$ cat config.mk
export PLATFORM = sky130hd
export DESIGN_NAME = fifo_wr_ctrl
export DESIGN_NICKNAME = d
export VERILOG_FILES = /design/src/rtl/fifo_pkg.sv /design/src/rtl/sync_2ff.sv /design/src/rtl/fifo_wr_ctrl.sv
export SDC_FILE = /design/constraint.sdc
export NUM_CORES = 1
export LEC_CHECK = 0
export ABC_CLOCK_PERIOD_IN_PS = 7070
export BUFFER_PORTS_ARGS = -buffer_cell sky130_fd_sc_hd__buf_2
export CELL_PAD_IN_SITES_DETAIL_PLACEMENT = 1
export CELL_PAD_IN_SITES_GLOBAL_PLACEMENT = 2
export CORE_ASPECT_RATIO = 0.75
export CORE_MARGIN = 1.5
export CORE_UTILIZATION = 37
export DETAILED_ROUTE_END_ITERATION = 8
export GPL_ROUTABILITY_DRIVEN = 0
export GPL_TIMING_DRIVEN = 1
export PLACE_DENSITY = 0.92
export SLEW_MARGIN = 10
export SYNTH_ARGS = -nofsm -noshare
export SYNTH_HDL_FRONTEND = slang
export SYNTH_SLANG_ARGS = --single-unit
$ cat constraint.sdc
create_clock -name wr_clk -period 7.07 [get_ports wr_clk]
set_input_delay 1.414 -clock wr_clk [delete_from_list [all_inputs] [get_ports wr_clk]]
set_output_delay 1.414 -clock wr_clk [all_outputs]
set_load 0.01 [all_outputs]
$ cat src/rtl/fifo_pkg.sv
// Shared helpers for the dual-clock FIFO controllers: Gray/binary
// pointer conversion at a fixed maximum width. Callers zero-extend on
// the way in and truncate on the way out.
package fifo_pkg;

    // Widest pointer any FIFO controller instance may use.
    localparam int PTR_MAX_W = 16;

    function automatic logic [PTR_MAX_W-1:0] bin2gray(input logic [PTR_MAX_W-1:0] b);
        return b ^ (b >> 1);
    endfunction

    // Zero-extended Gray codes convert correctly because the leading
    // zeros contribute nothing to the running XOR.
    function automatic logic [PTR_MAX_W-1:0] gray2bin(input logic [PTR_MAX_W-1:0] g);
        logic [PTR_MAX_W-1:0] b;
        b = '0;
        b[PTR_MAX_W-1] = g[PTR_MAX_W-1];
        for (int i = PTR_MAX_W - 2; i >= 0; i--) begin
            b[i] = b[i+1] ^ g[i];
        end
        return b;
    endfunction

endpackage

$ cat src/rtl/sync_2ff.sv
// Two-flop synchronizer for a Gray-coded bus crossing into this clock
// domain. Nothing may sit between d_i and the first flop.
module sync_2ff #(
    parameter int WIDTH = 5
) (
    input  logic             clk_i,
    input  logic             rst_i,
    input  logic [WIDTH-1:0] d_i,
    output logic [WIDTH-1:0] q_o
);

    logic [WIDTH-1:0] stage1_q;
    logic [WIDTH-1:0] stage2_q;

    // Two back-to-back capture stages, cleared asynchronously.
    always_ff @(posedge clk_i or posedge rst_i) begin
        if (rst_i) begin
            stage1_q <= '0;
            stage2_q <= '0;
        end else begin
            stage1_q <= d_i;
            stage2_q <= stage1_q;
        end
    end

    assign q_o = stage2_q;

endmodule

$ cat src/rtl/fifo_wr_ctrl.sv
// Write-domain controller of the dual-clock FIFO: write pointers,
// read-pointer synchronization, full / almost-full / level / overflow.
module fifo_wr_ctrl
    import fifo_pkg::*;
#(
    parameter int FIFO_Depth = 16,
    parameter int FIFO_addr  = 5,
    parameter int AF_MARGIN  = 2
) (
    input  logic                 wr_clk,
    input  logic                 wr_reset,
    input  logic                 wr_en,
    input  logic                 wr_ovf_clr,
    input  logic [FIFO_addr-1:0] rd_ptr_gray,
    output logic                 wr_accept,
    output logic [FIFO_addr-1:0] wr_addr,
    output logic [FIFO_addr-1:0] wr_ptr_gray,
    output logic                 wr_full,
    output logic                 wr_almost_full,
    output logic [FIFO_addr-1:0] wr_level,
    output logic                 wr_overflow
);

    localparam logic [FIFO_addr-1:0] AF_LEVEL = FIFO_addr'(FIFO_Depth - AF_MARGIN);

    logic [FIFO_addr-1:0] wr_bin_q,   wr_bin_d;
    logic [FIFO_addr-1:0] wr_gray_q,  wr_gray_d;
    logic [FIFO_addr-1:0] level_q,    level_d;
    logic                 full_q,     full_d;
    logic                 afull_q,    afull_d;
    logic                 ovf_q,      ovf_d;
    logic [FIFO_addr-1:0] rq2;
    logic [FIFO_addr-1:0] rd_bin_s;
    logic [FIFO_addr-1:0] full_pattern;

    // Read pointer enters this domain only through the synchronizer.
    sync_2ff #(
        .WIDTH (FIFO_addr)
    ) u_rd_sync (
        .clk_i (wr_clk),
        .rst_i (wr_reset),
        .d_i   (rd_ptr_gray),
        .q_o   (rq2)
    );

    assign wr_accept = wr_en & ~full_q;

    // Next pointer, level and flag values computed from the current state.
    always_comb begin
        wr_bin_d     = wr_bin_q + FIFO_addr'(wr_accept);
        wr_gray_d    = FIFO_addr'(bin2gray(PTR_MAX_W'(wr_bin_d)));
        rd_bin_s     = FIFO_addr'(gray2bin(PTR_MAX_W'(rq2)));
        // Full when the write pointer is one lap ahead: top two Gray bits
        // inverted, the rest equal.
        full_pattern = {~rq2[FIFO_addr-1:FIFO_addr-2], rq2[FIFO_addr-3:0]};
        full_d       = (wr_gray_d == full_pattern);
        level_d      = wr_bin_d - rd_bin_s;
        afull_d      = (level_d >= AF_LEVEL);
        // A write attempted while full takes priority over the clear.
        ovf_d        = ovf_q;
        if (wr_en && full_q) begin
            ovf_d = 1'b1;
        end else if (wr_ovf_clr) begin
            ovf_d = 1'b0;
        end
    end

    // Registered write-domain state, cleared asynchronously.
    always_ff @(posedge wr_clk or posedge wr_reset) begin
        if (wr_reset) begin
            wr_bin_q  <= '0;
            wr_gray_q <= '0;
            level_q   <= '0;
            full_q    <= 1'b0;
            afull_q   <= 1'b0;
            ovf_q     <= 1'b0;
        end else begin
            wr_bin_q  <= wr_bin_d;
            wr_gray_q <= wr_gray_d;
            level_q   <= level_d;
            full_q    <= full_d;
            afull_q   <= afull_d;
            ovf_q     <= ovf_d;
        end
    end

    // Storage index drops the wrap bit so it stays within 0..FIFO_Depth-1.
    assign wr_addr        = {1'b0, wr_bin_q[FIFO_addr-2:0]};
    assign wr_ptr_gray    = wr_gray_q;
    assign wr_full        = full_q;
    assign wr_almost_full = afull_q;
    assign wr_level       = level_q;
    assign wr_overflow    = ovf_q;

endmodule

# --- After elaboration in Yosys (flattened, before gate mapping) ---
# Index checks and enable logic that the tools add are counted.
# Widths: inputs -> output; s select.
totals:
  input_bits: 9
  ff_bits: 28
  out_inout_bits: 19
  elab_cells: 24
classes:
  order_cmp: 1
  muxes: 2
  add_sub_neg: 2
  reduce_logical: 2
  eq_ne: 1
  n_bitwise: 8
ops:
  columns: ["op", "n"]
  rows:
  - ["$add 5x1->5", 1]
  - ["$eq 5x5->1", 1]
  - ["$ge 5x4->1 const B", 1]
  - ["$sub 5x5->5", 1]
  - ["$xor 5x4->5", 1]
  - ["$xor 1x1->1", 4]
  - ["$mux 1", 2]
  - ["$not 2->2", 1]
  - ["$reduce_bool 2->1", 1]
  - ["$and 1x1->1", 1]
  - ["$logic_and 1x1->1", 1]
  - ["$not 1->1", 1]

# --- Depth between registers and ports, before layout ---
depth:
  ltp_word: 6
  ltp_mapped: 10
  depth_no_buf: 10

# --- By module ---
# From an unflattened synthesis, not the netlist that was laid out.
unflattened:
  cells_unflattened: 97
  area_unflattened_um2: 1229.9
modules_own_cells:
  columns: ["mod", "cells_per_inst", "seq_area_each_um2", "area_each_um2", "instances"]
  rows:
  - ["fifo_wr_ctrl", 86, 425.4, 975.9, 1]
  - ["sync_2ff", 11, 250.2, 254.0, 1]

# --- Least setup slack after synthesis ---
# OpenSTA, ideal clock, no wires.
synth_timing:
  path_kind: "input to register"
  startpoint: "input port wr_en"
  endpoint: "register afull_q, in the netlist wr_almost_full"
  required_ns: 6.954
  arrival_time_ns: 3.352
  path_stages: 9
  path_slack_ns: 3.603
  path_cell_list: "nor2b_1 > ha_1 > xnor2_1 > inv_1 > ha_1 > nor2b_1 > o21ai_0 > a21boi_0 > o311ai_0"
synth_via:
  elab_chain_len: 4
synth_rtl:
  columns: ["element", "line", "rtl"]
  rows:
  - ["from (decl)", "fifo_wr_ctrl.sv:12", "input logic wr_en,"]
  - ["$and 1x1->1", "fifo_wr_ctrl.sv:46", "assign wr_accept = wr_en & ~full_q;"]
  - ["$add 5x1->5", "fifo_wr_ctrl.sv:50", "wr_bin_d = wr_bin_q + FIFO_addr'(wr_accept);"]
  - ["named net wr_bin_d[1]", "fifo_wr_ctrl.sv:26", "logic [FIFO_addr-1:0] wr_bin_q, wr_bin_d;"]
  - ["$sub 5x5->5", "fifo_wr_ctrl.sv:57", "level_d = wr_bin_d - rd_bin_s;"]
  - ["$ge 5x4->1", "fifo_wr_ctrl.sv:58", "afull_d = (level_d >= AF_LEVEL);"]
  - ["named net afull_d", "fifo_wr_ctrl.sv:30", "logic afull_q, afull_d;"]
  - ["to (signal assigned)", "fifo_wr_ctrl.sv:82", "afull_q <= afull_d;"]
  - ["to (decl)", "fifo_wr_ctrl.sv:30", null]
# The timed path passes the listed nets, and every way through them passes these cells.
# A chain may end at the register's enable or synchronous reset.

# --- Worst setup path after layout ---
# Same ends and word-level chain as after synthesis.

==> flow_metrics.py <==
metrics = {
    "timing": {
        "rsz0062_at_grt": "no",
        "fin_skew_ns": 0.001851,
        "relSlewSlack_pct": 33.69,
        "tns_ns": 0,
        "fmax_ghz": 0.2845,
        "final-setup-viol-count": 0,
        "slew_viol_final": 0,
        "tightest_slew_ns": 0.9936,
        "period_minus_slack_ns": 3.514,
        "whs_ns": 0.3569,
        "hold_viol": 0,
        "period_share_pct": 49.71,
        "final.setup.worst_slack_ns": 3.556,
    },
    "placement": {
        "io_buffers": 26,
        "placed_cells": 156,
        "detailed_place_hpwl_um": 1880,
        "place_ws_ns": 3.243,
        "placed_cell_area_um2": 1394,
    },
    "route": {
        "first_pass_iters": 3,
        "wl_um": 2334,
        "via_count": 748,
        "drt_iter0_drc": 19,
        "antenna_left": 0,
        "vias_per_cell": 4.675,
        "drcViolationCount": 0,
        "wl_per_cell_um": 14.59,
    },
    "yosys": {
        "synth-xor-area-share_pct": 18.46,
        "synth_compound_area_share_pct": 5.882,
        "synthDistinctLibCells": 32,
        "yosys_register_bits": 27,
        "yosys_warnings": 0,
        "syn_nets": 111,
        "synth_top_family_by_area": "XOR/XNOR gates",
        "synthCells": 95,
        "syn_avg_cell_area_um2": 12.99,
        "synth_fa_ha_area_share_pct": 7.708,
        "ys_seq_area_share_pct": 54.77,
        "synthSimpleGateAreaFrac_pct": 8.722,
        "synth_mux_area_share_pct": 0,
        "synthesis.area_um2": 1234,
    },
    "setup_path": {
        "cp_cell_sequence": "buf_2, nor2b_1, ha_1, xnor2_1, inv_1, ha_1, nor2b_1, o21ai_0, nor3b_1, o311ai_0",
        "cp.arrival_ns": 3.64,
        "required_ns": 7.20,
        "cp_num_buf_inv": 2,
        "slowest_stage": "ha_1",
        "cpLargestDelayFamily": "adder cells",
        "path_max_fanout": 6,
        "crit_path_end_kind": "flip-flop",
        "worst_setup_path_start_kind": "input pin",
        "critical_path.max_stage_delay_ns": 0.35,
        "regToRegSetupSlack_ns": 4.30,
        "r2r_start": "u_rd_sync.q_o[4]",
        "r2r_cells": 10,
        "worstSetupPathType": "input pin to flip-flop",
        "reg2reg_to": "wr_almost_full",
    },
    "die": {
        "initial_core_util_pct": 40.28,
        "row_count": 17,
        "dieArea_um2": 3693,
        "coreArea_um2": 3063,
        "dieWidth_um": 69.68,
        "io_pins": 28,
        "die_y_um": 53.01,
    },
    "run_status": {
        "status": "complete, no violations",
    },
    "job": {
        "cap_violations": 0,
    },
    "clock_tree": {
        "cts_setup_buffers": 0,
        "insertion_delay_ns": 0.27,
        "cts_resized": 0,
        "cts_max_level": 1,
        "root_buffer": "clkbuf_8",
        "cts_tree": "done",
        "clkTransAtPathRegs_ns": 0.09,
        "cts_buffers": 3,
        "clock_path_buffers": 2,
        "hold_buffers": 0,
        "clock-sinks": 27,
    },
    "layout": {
        "nets": 139,
        "layoutNonFillerInstCount": 160,
        "fill_cells": 354,
        "syn_to_final_growth_pct": 16.63,
        "fin_area_um2": 1439,
        "n_antenna_cell": 0,
        "drive_above_1_share_pct": 27.87,
    },
    "min_path": {
        "holdPathStages": 0,
        "min_path_type": "flip-flop to flip-flop",
        "min-delay-start": "u_rd_sync.stage1_q[4]",
        "whs_endpoint": "u_rd_sync.q_o[4]",
    },
    "power": {
        "p_leak_nw": 0.6921,
        "vdd_drop_max_mv": 0.1970,
        "power.density_nw_per_um2": 509.9,
    },
    "grt": {
        "grt_max_degree": 28,
        "overflow": 0,
        "antenna_found_initial": 0,
        "grt_pass1_wl_um": 4008,
        "grtUsageTotal_pct": 14.56,
        "grt_pass1_vias": 795,
    },
}
## routing by layer
metal | up-vias | global-route usage, % | routed length, um
met5 | - | 0 | 0
met4 | 0 | 2.885 | 11
met3 | 2 | 4.762 | 118
met2 | 23 | 25.48 | 1150
met1 | 368 | 18.03 | 1054
li1 | 355 | - | -
## kinds of logic (layout without fill, tap and decap cells)
| group | Yosys count | after routing |
|---|---|---|
| AO/OA/AOI/OAI | 10 | 10 |
| XOR/XNOR | 21 | 21 |
| adder cells (fa/ha/maj) | 7 | 7 |
| buffers and inverters | 12 | 39 |
| flip-flops | 27 | 27 |
| other | 1 | 1 |
| AND/OR/NAND/NOR | 17 | 17 |
## report_power, final
group / internal [mW] / switching, mW / leakage, nW
Combinational: 0.187 / 0.209 / 0.349
Sequential: 0.211 / 0.0405 / 0.320
Clock: 0.0403 / 0.0454 / 0.0228
## worst max path at each step
stage,slack [ns],end,cells past startpoint,start
3_5_place_dp,3.24,wr_almost_full,10,wr_en
4_1_cts,3.53,wr_almost_full,10,wr_en
2_1_floorplan,3.60,wr_almost_full,9,wr_en
6_report,3.56,wr_almost_full,10,wr_en
5_1_grt,3.37,wr_almost_full,10,wr_en
3_3_place_gp,3.48,wr_almost_full,11,wr_en
## through the flow
| step | util (%) | total power [mW] |
|---|---|---|
| finish | 46.98 | 0.7337 |
| global route | 46.98 | 0.7973 |
| global placement | 45.51 | 0.6336 |
| CTS | 46.98 | 0.7488 |
| floorplan | - | 0.5402 |
| detailed placement | 45.51 | 0.6563 |
## synthesized netlist by cell type
cell type / number / area, um^2
o21ai_0: 3 / 15.01
a2bb2oi_1: 1 / 8.760
and2b_4: 1 / 10.01
conb_1: 1 / 3.750
xnor3_1: 1 / 22.52
o311ai_0: 1 / 8.760
buf_4: 1 / 7.510
xor3_1: 1 / 23.77
xor2_2: 1 / 16.27
nor3b_1: 1 / 7.510
nor2b_1: 3 / 18.77
xnor2_2: 1 / 16.27
a21boi_0: 2 / 15.01
dfrtp_1: 27 / 675.7
xor2_1: 4 / 35.03
xnor2_1: 13 / 113.9
o211ai_1: 1 / 7.510
a21oi_1: 1 / 5.000
and4b_1: 1 / 10.01
nand2b_1: 2 / 12.51
or3_1: 1 / 6.260
a211oi_2: 1 / 12.51
nor4_2: 1 / 12.51
inv_1: 9 / 33.78
nand2_1: 4 / 15.01
fa_1: 1 / 20.02
nand3_1: 1 / 5.000
ha_1: 6 / 75.07
clkbuf_2: 1 / 5.000
buf_2: 1 / 5.000
nor2_1: 1 / 3.750
nand4_1: 1 / 6.260
## placed cells by master, fill, tap and decap left out, types with 2 or more instances in the layout
cell type	instances
xnor2_1	13
o21ai_0	3
a21boi_0	2
clkbuf_8	3
nor2b_1	3
ha_1	6
xor2_1	4
buf_2	26
nand2_1	4
inv_1	9
nand2b_1	2
dfrtp_1	27
## layout make-up
type / instances / area, um^2 / share of cell area, %
clock buffers: 4 / 45.04 / 3.130
inverters: 9 / 33.78 / 2.348
multi-input cells: 56 / 506.7 / 35.22
flip-flops and latches: 27 / 675.6 / 46.96
well taps: 38 / 47.55 / 3.304
repair buffers: 26 / 130.1 / 9.043
## flip-flops by register name, indices dropped and copies added (netlist names)
name	cells
wr_ptr_gray	4
wr_full	1
wr_level	5
u_rd_sync.q_o	5
u_rd_sync.stage1_q	5
wr_bin_q	5
wr_overflow	1
wr_almost_full	1
Power figures use the tool's default switching activity.
